## config.mk

```make
export PLATFORM = sky130hd
export DESIGN_NAME = pfpu_rsqrt_flat
export DESIGN_NICKNAME = d
export VERILOG_FILES = /design/src/rtl/pfpu_rsqrt_pkg.sv /design/src/rtl/pfpu_rsqrt_if.sv /design/src/rtl/pfpu_rsqrt_fmul.sv /design/src/rtl/pfpu_rsqrt.sv /design/src/flat_wrapper.sv
export SDC_FILE = /design/constraint.sdc
export NUM_CORES = 2
export LEC_CHECK = 0
export ABC_CLOCK_PERIOD_IN_PS = 18800
export CAP_MARGIN = 20
export CORE_UTILIZATION = 30
export CTS_BUF_LIST = sky130_fd_sc_hd__clkbuf_8
export DETAILED_ROUTE_END_ITERATION = 7
export PLACE_DENSITY = 0.44
export SYNTH_ARGS = -nofsm -noshare
export SYNTH_HDL_FRONTEND = slang
export SYNTH_SLANG_ARGS = --single-unit
export TNS_END_PERCENT = 30
```

## constraint.sdc

```tcl
create_clock -name sys_clk -period 18.8 [get_ports sys_clk]
set_input_delay 1.88 -clock sys_clk [delete_from_list [all_inputs] [get_ports sys_clk]]
set_output_delay 1.88 -clock sys_clk [all_outputs]
set_load 0.03 [all_outputs]
```

## src/rtl/pfpu_rsqrt_pkg.sv

```systemverilog
// Shared types, constants and float helpers for the PFPU reciprocal square root ALU.
// Holds the Newton-step "1.5 - t" fixed-point helper and the special-operand classifier.
package pfpu_rsqrt_pkg;

  localparam int EXP_W  = 8;
  localparam int MANT_W = 23;
  localparam int BIAS   = 127;
  localparam int FP_W   = 1 + EXP_W + MANT_W;

  typedef struct packed {
    logic              sign;
    logic [EXP_W-1:0]  expo;
    logic [MANT_W-1:0] mant;
  } fp32_t;

  typedef enum logic [2:0] {IDLE, MUL1, MUL2, SUB, MUL3, OUT} state_e;

  typedef enum logic [1:0] {SP_NONE, SP_INF, SP_ZERO, SP_NAN} sp_class_e;

  localparam logic [24:0]     ONE_POINT_FIVE_Q24 = 25'h1800000;
  localparam logic [FP_W-1:0] FP_ONE             = 32'h3f800000;
  localparam logic [FP_W-1:0] FP_INF             = 32'h7f800000;
  localparam logic [FP_W-1:0] FP_QNAN            = 32'h7fc00000;

  // t is x*y*y/2, expected near 0.5; outside [0.25,1) the step is skipped by returning 1.0.
  function automatic fp32_t nr_sub(input fp32_t t);
    logic [24:0] v;
    logic [24:0] d;
    fp32_t       res;
    v   = '0;
    d   = '0;
    res = FP_ONE;
    if (t.expo == 8'd126 || t.expo == 8'd125) begin
      v = (t.expo == 8'd126) ? {2'b01, t.mant} : ({2'b01, t.mant} >> 1);
      d = ONE_POINT_FIVE_Q24 - v;
      res.sign = 1'b0;
      if (d[24]) begin
        res.expo = 8'd127;
        res.mant = d[23:1];
      end else begin
        res.expo = 8'd126;
        res.mant = d[22:0];
      end
    end
    return res;
  endfunction

  function automatic sp_class_e classify(input fp32_t x);
    if (x.expo == '0) return SP_INF;
    if (x == FP_INF) return SP_ZERO;
    if (x.sign || (x.expo == '1 && x.mant != '0)) return SP_NAN;
    return SP_NONE;
  endfunction

endpackage

```

## src/rtl/pfpu_rsqrt_if.sv

```systemverilog
// Operand/result bundle between the PFPU scheduler (master) and the rsqrt ALU (slave).
interface pfpu_rsqrt_if;
  import pfpu_rsqrt_pkg::*;

  logic [FP_W-1:0] a;
  logic            valid_i;
  logic [FP_W-1:0] r;
  logic            valid_o;
  logic            busy_o;
  logic            drop_o;

  modport master (output a, valid_i, input r, valid_o, busy_o, drop_o);
  modport slave  (input a, valid_i, output r, valid_o, busy_o, drop_o);
endinterface

```

## src/rtl/pfpu_rsqrt_fmul.sv

```systemverilog
// Combinational single-precision multiply: truncated 24x24 significand product, flush to +/-0, saturate to +/-inf.
module pfpu_rsqrt_fmul
  import pfpu_rsqrt_pkg::*;
(
  input  fp32_t a_i,
  input  fp32_t b_i,
  output fp32_t p_o
);
  logic [47:0] prod;
  logic [9:0]  e_sum;
  logic        sign;
  logic        unused_lo;

  always_comb begin
    sign  = a_i.sign ^ b_i.sign;
    prod  = {24'b0, 1'b1, a_i.mant} * {24'b0, 1'b1, b_i.mant};
    // Two's complement in 10 bits: the sum spans -127..384, so bit 9 is the sign.
    e_sum = {2'b00, a_i.expo} + {2'b00, b_i.expo} - 10'(BIAS) + {9'b0, prod[47]};
    p_o   = '0;
    if (a_i.expo == '0 || b_i.expo == '0 || e_sum[9] || e_sum == '0) begin
      p_o.sign = sign;
    end else if (e_sum >= 10'd255) begin
      p_o.sign = sign;
      p_o.expo = '1;
    end else begin
      p_o.sign = sign;
      p_o.expo = e_sum[7:0];
      p_o.mant = prod[47] ? prod[46:24] : prod[45:23];
    end
  end

  assign unused_lo = ^prod[22:0];
endmodule

```

## src/rtl/pfpu_rsqrt.sv

```systemverilog
// Iterative rsqrt: magic estimate then ITERATIONS Newton steps on one fmul, latency 2+4*ITERATIONS, busy until valid_o.
// No backpressure: valid_i while busy is discarded with drop_o; PFPU_RSQRT_SPECIAL_EN forces IEEE special results.
module pfpu_rsqrt
  import pfpu_rsqrt_pkg::*;
#(
  parameter int unsigned     ITERATIONS = 1,
  parameter logic [FP_W-1:0] MAGIC      = 32'h5f3759df
) (
  input  logic        sys_clk,
  input  logic        alu_rst,
  pfpu_rsqrt_if.slave io
);
  localparam logic [1:0] ITER_LAST = 2'(ITERATIONS - 1);

  state_e     state_q, state_d;
  fp32_t      y_q, y_d, h_q, h_d, t_q, t_d, r_q, r_d;
  logic [1:0] cnt_q, cnt_d;
  logic       valid_q;
  fp32_t      a_in, mul_a, mul_b, mul_p, res_val;
  logic       accept, busy;

  assign a_in   = io.a;
  // The cycle valid_o pulses still counts as busy, so the earliest re-issue is one cycle later.
  assign busy   = (state_q != IDLE) || valid_q;
  assign accept = (state_q == IDLE) && !valid_q && io.valid_i;

  pfpu_rsqrt_fmul u_fmul (
    .a_i (mul_a),
    .b_i (mul_b),
    .p_o (mul_p)
  );

  always_comb begin
    state_d = state_q;
    y_d     = y_q;
    h_d     = h_q;
    t_d     = t_q;
    cnt_d   = cnt_q;
    r_d     = r_q;
    mul_a   = y_q;
    mul_b   = y_q;
    case (state_q)
      IDLE: if (accept) begin
        y_d     = MAGIC - {2'b00, a_in[30:1]};
        h_d     = (a_in.expo == '0) ? '0 : {a_in.sign, a_in.expo - 8'd1, a_in.mant};
        cnt_d   = '0;
        state_d = (ITERATIONS == 0) ? OUT : MUL1;
      end
      MUL1: begin
        t_d     = mul_p;
        state_d = MUL2;
      end
      MUL2: begin
        mul_a   = h_q;
        mul_b   = t_q;
        t_d     = mul_p;
        state_d = SUB;
      end
      SUB: begin
        t_d     = nr_sub(t_q);
        state_d = MUL3;
      end
      MUL3: begin
        mul_b   = t_q;
        y_d     = mul_p;
        cnt_d   = cnt_q + 2'd1;
        state_d = (cnt_q == ITER_LAST) ? OUT : MUL1;
      end
      OUT: begin
        r_d     = res_val;
        state_d = IDLE;
      end
      default: state_d = IDLE;
    endcase
  end

`ifdef PFPU_RSQRT_SPECIAL_EN
  sp_class_e cls_q, cls_d;

  assign cls_d = accept ? classify(a_in) : cls_q;

  always_ff @(posedge sys_clk or posedge alu_rst) begin
    if (alu_rst) cls_q <= SP_NONE;
    else         cls_q <= cls_d;
  end

  always_comb begin
    res_val = y_q;
    case (cls_q)
      SP_INF:  res_val = FP_INF;
      SP_ZERO: res_val = '0;
      SP_NAN:  res_val = FP_QNAN;
      default: res_val = y_q;
    endcase
  end
`else
  assign res_val = y_q;
`endif

  always_ff @(posedge sys_clk or posedge alu_rst) begin
    if (alu_rst) begin
      state_q <= IDLE;
      y_q     <= '0;
      h_q     <= '0;
      t_q     <= '0;
      r_q     <= '0;
      cnt_q   <= '0;
      valid_q <= 1'b0;
    end else begin
      state_q <= state_d;
      y_q     <= y_d;
      h_q     <= h_d;
      t_q     <= t_d;
      r_q     <= r_d;
      cnt_q   <= cnt_d;
      valid_q <= (state_q == OUT);
    end
  end

  assign io.r       = r_q;
  assign io.valid_o = valid_q;
  assign io.busy_o  = busy;
  assign io.drop_o  = io.valid_i && busy;
endmodule

```

## src/flat_wrapper.sv

```systemverilog
// flat-port wrapper written by rule: the top's interface ports become plain ports
module pfpu_rsqrt_flat import pfpu_rsqrt_pkg::*;
#(
  parameter int unsigned     ITERATIONS = 1,
  parameter logic [FP_W-1:0] MAGIC      = 32'h5f3759df
)
  (sys_clk, alu_rst, io_a, io_valid_i, io_r, io_valid_o, io_busy_o, io_drop_o);
  pfpu_rsqrt_if io_i ();
  input  logic sys_clk;
  input  logic alu_rst;
  input wire logic [$bits(io_i.a)-1:0] io_a;
  input wire logic [$bits(io_i.valid_i)-1:0] io_valid_i;
  output wire logic [$bits(io_i.r)-1:0] io_r;
  output wire logic [$bits(io_i.valid_o)-1:0] io_valid_o;
  output wire logic [$bits(io_i.busy_o)-1:0] io_busy_o;
  output wire logic [$bits(io_i.drop_o)-1:0] io_drop_o;
  assign io_i.a = io_a;
  assign io_i.valid_i = io_valid_i;
  assign io_r = io_i.r;
  assign io_valid_o = io_i.valid_o;
  assign io_busy_o = io_i.busy_o;
  assign io_drop_o = io_i.drop_o;
  pfpu_rsqrt #(.ITERATIONS(ITERATIONS), .MAGIC(MAGIC)) u_core (.sys_clk(sys_clk), .alu_rst(alu_rst), .io(io_i));
endmodule
```

==> flow_summary.ini <==
[route]
dr.pass1.iters = 5
vias = 21214
vias_per_cell = 5.11
drtAntennaViolNets = 0
wl_per_cell_um = 23.8
wl_um = 98600
drcViolationCount = 0
drt_iter0_drc = 1560

[critical_path]
r2r-end = u_core.t_q[13]$_DFFE_PP0P_
r2r_cells = 44
path_class = flip-flop to flip-flop
path_max_fanout = 33
required_ns = 19.12
reg2reg_from = u_core.state_q[1]$_DFFE_PP0P_
crit_arrival_ns = 15.17
critPathMaxStageDelay_ns = 0.80
worst_setup_path_end_kind = flip-flop
worstSetupStartpointType = flip-flop
r2r_slack_ns = 3.95
slowest_stage = mux2_2
crit_top_cell = inv_1

[cts]
numCtsBuffers = 17
clock_latency_ns = 0.49
postCtsSetupBuffers = 0
holdBufCountCts = 0
cts_buffer_depth = 2
clock-sinks = 134
clk_pin_slew_worst_paths_ns = 0.09
htree_num_levels = 4
cts_tree = done
ctsResizeCount = 0
root_buffer = clkbuf_8

[global_route]
grt_pass1_wl_um = 150000
antenna_found_initial = 2
grt_pass1_vias = 22852
grt_max_degree = 84
track_usage_pct = 22.8
grt_overflow = 0

[synthesis]
syn_inst = 3005
synth_edf_count = 0
syn_avg_cell_area_um2 = 8.71
yosysWarnings = 0
async_flop_share_pct = 100
synth_cell_type_count = 79
synthFlopType = dfrtp_1
syn_area_um2 = 26200
synth_fp_nets = 3711
synth_seq_cells = 134
synth-seq-area-share_pct = 12.8

[timing]
rsz0062_at_grt = false
fmax_mhz = 67.3
worst_slew_pin_slew_ns = 1.02
fin_skew_ns = 0.0222
slew_violations = 0
tns_ns = 0
setup_viol = 0
hold_viol = 0
fin_crit_ns = 14.85
fin_crit_sh_pct = 79.0
slew_headroom_pct = 31.8

[floorplan]
die_w_um = 297
core_area_um2 = 85800
chipHeight_um = 297
start_util_pct = 30.5
die_area_um2 = 88400
rows = 107
ios = 70

[min_path]
whs_path_depth = 2
min-delay-start = u_core.io.r[7]$_DFFE_PP0P_
hold_end = u_core.io.r[7]$_DFFE_PP0P_
hold_class = flip-flop to flip-flop

[placed_design]
port-buffer-count = 69
dp_hpwl_um = 75100
gp_congestion = 0.928

[cells_and_area]
diodes = 0
syn_to_final_growth_pct = 8.98
drive_gt1_share_pct = 5.29
fillCellCount = 9005
nets = 3698

[run_status]
outcome = finished, final reports clean

[flow_run]
maxCapViolations = 0
## layout by cell type (no fill, tap or decap), types with 6 or more instances in the layout
cell / Yosys / layout
mux2_2: 42 / 42
clkinv_1: 15 / 15
nand2b_1: 9 / 9
inv_2: 8 / 8
o21ai_0: 54 / 54
dfrtp_1: 134 / 134
nand3_1: 36 / 36
a22o_1: 24 / 24
nor4_1: 13 / 13
o21a_1: 6 / 6
fa_1: 482 / 482
mux2i_2: 0 / 8
xnor2_1: 38 / 38
ha_1: 189 / 189
nand4_1: 7 / 7
o31ai_1: 10 / 10
inv_6: 0 / 6
o211ai_1: 8 / 8
a21o_1: 24 / 24
mux2i_1: 59 / 51
or3_1: 14 / 14
nor2_1: 310 / 308
clkdlybuf4s50_1: 0 / 69
xor2_1: 29 / 29
clkbuf_8: 0 / 18
o21ai_1: 20 / 20
buf_4: 2 / 37
nand2_1: 459 / 458
or2_2: 9 / 9
and3_1: 8 / 8
a31oi_1: 11 / 11
and2_1: 14 / 14
o221ai_1: 31 / 31
nor3_1: 26 / 24
a21oi_1: 86 / 86
inv_1: 578 / 577
a211oi_1: 15 / 15
a22oi_1: 11 / 11
## metal layers
layer / vias up / global-route usage (%) / routed length [um]
met5: - / 0 / 13
met4: 2 / 6.77 / 2950
met3: 138 / 2.71 / 5080
met2: 702 / 37.8 / 46900
met1: 11014 / 31.1 / 43700
li1: 9358 / - / -
## stage by stage
step | instance area [um^2] | std cells | hold WS [ns] | setup slack, ns | utilization [%]
finish | 28500 | 4149 | 0.485 | 3.95 | 33.2
global route | 28500 | 4149 | 0.504 | 2.96 | 33.2
CTS | 28500 | 4149 | 0.490 | 4.02 | 33.2
detailed placement | 28100 | 4117 | 0.462 | 4.05 | 32.7
global placement | 28100 | 4117 | 0.464 | 4.35 | 32.7
floorplan | 26200 | 3005 | 0.444 | 6.89 | -
## Yosys cell counts (all sizes together), types with 4 or more instances
master | count | share of area (%)
inv | 586 | 8.4
fa | 482 | 37
nand2 | 459 | 6.6
nor2 | 312 | 4.5
ha | 189 | 9.0
dfrtp | 134 | 13
clkbuf | 118 | 1.7
a21oi | 86 | 1.6
o21ai | 74 | 1.4
mux2i | 59 | 2.3
mux2 | 42 | 1.8
xnor2 | 38 | 1.3
nand3 | 36 | 0.69
o221ai | 31 | 1.0
xor2 | 29 | 0.97
nor3 | 27 | 0.54
a21o | 24 | 0.69
a22o | 24 | 0.80
buf | 20 | 0.35
a211oi | 15 | 0.43
clkinv | 15 | 0.22
or3 | 15 | 0.38
and2 | 14 | 0.33
nor4 | 14 | 0.36
a22oi | 11 | 0.32
a31oi | 11 | 0.26
o31ai | 10 | 0.29
or2 | 10 | 0.24
nand2b | 9 | 0.22
and3 | 8 | 0.19
o211ai | 8 | 0.23
nand4 | 7 | 0.17
o21a | 6 | 0.17
a211o | 5 | 0.17
nor2b | 5 | 0.12
o21bai | 5 | 0.14
or4 | 5 | 0.14
a21boi | 4 | 0.11
a221o | 4 | 0.15
a31o | 4 | 0.13
## worst max path at each step
stage	startpoint	endpoint	slack, ns	cells after the start
after floorplan	u_core.state_q[2]$_DFFE_PP0P_	u_core.t_q[13]$_DFFE_PP0P_	6.89	48
after global placement	u_core.state_q[1]$_DFFE_PP0P_	u_core.t_q[13]$_DFFE_PP0P_	4.35	44
after detailed placement	u_core.state_q[1]$_DFFE_PP0P_	u_core.t_q[21]$_DFFE_PP0P_	4.05	44
after CTS	u_core.state_q[1]$_DFFE_PP0P_	u_core.t_q[21]$_DFFE_PP0P_	4.02	44
after global routing	u_core.state_q[1]$_DFFE_PP0P_	u_core.t_q[21]$_DFFE_PP0P_	2.96	44
final	u_core.state_q[1]$_DFFE_PP0P_	u_core.t_q[13]$_DFFE_PP0P_	3.95	44
## logic make-up (layout without fill, tap and decap cells)
group,Yosys count,after routing,synth area share [%]
simple gates,934,934,14.9
buf+inv,739,739,10.7
fa+ha+maj,671,671,45.9
compound gates,359,359,9.35
flops,134,134,12.8
mux,101,101,4.06
xor+xnor,67,67,2.24
## registers in the layout, summed over array words and instances (netlist names)
name / flops
u_core.cnt_q: 2
u_core.h_q: 32
u_core.state_q: 3
u_core.t_q: 32
u_core.res_val: 32
u_core.io.r: 32
u_core.io.valid_o: 1
## area by class of cell
class                   count  area, um^2  share of cell area (%)
clock buffers              18         248                   0.869
clock inverters            14         165                   0.579
inverters                 601        2260                    7.93
multi-input cells        2132       20100                    70.4
flip-flops and latches    134        3350                    11.8
well taps                1144        1430                    5.02
repair buffers            106         968                    3.40
## critical path, delay by kind of cell (launching register included)
| kind | cells | cell delay, ns |
|---|---|---|
| buf+inv | 12 | 2.30 |
| simple gates | 5 | 2.24 |
| fa+ha+maj | 11 | 4.92 |
| compound gates | 15 | 3.76 |
| flops | 1 | 0.60 |
| mux | 1 | 0.80 |
Power is not shown: default switching activity piles up to over one toggle a cycle in this logic, so the estimate is an artifact.
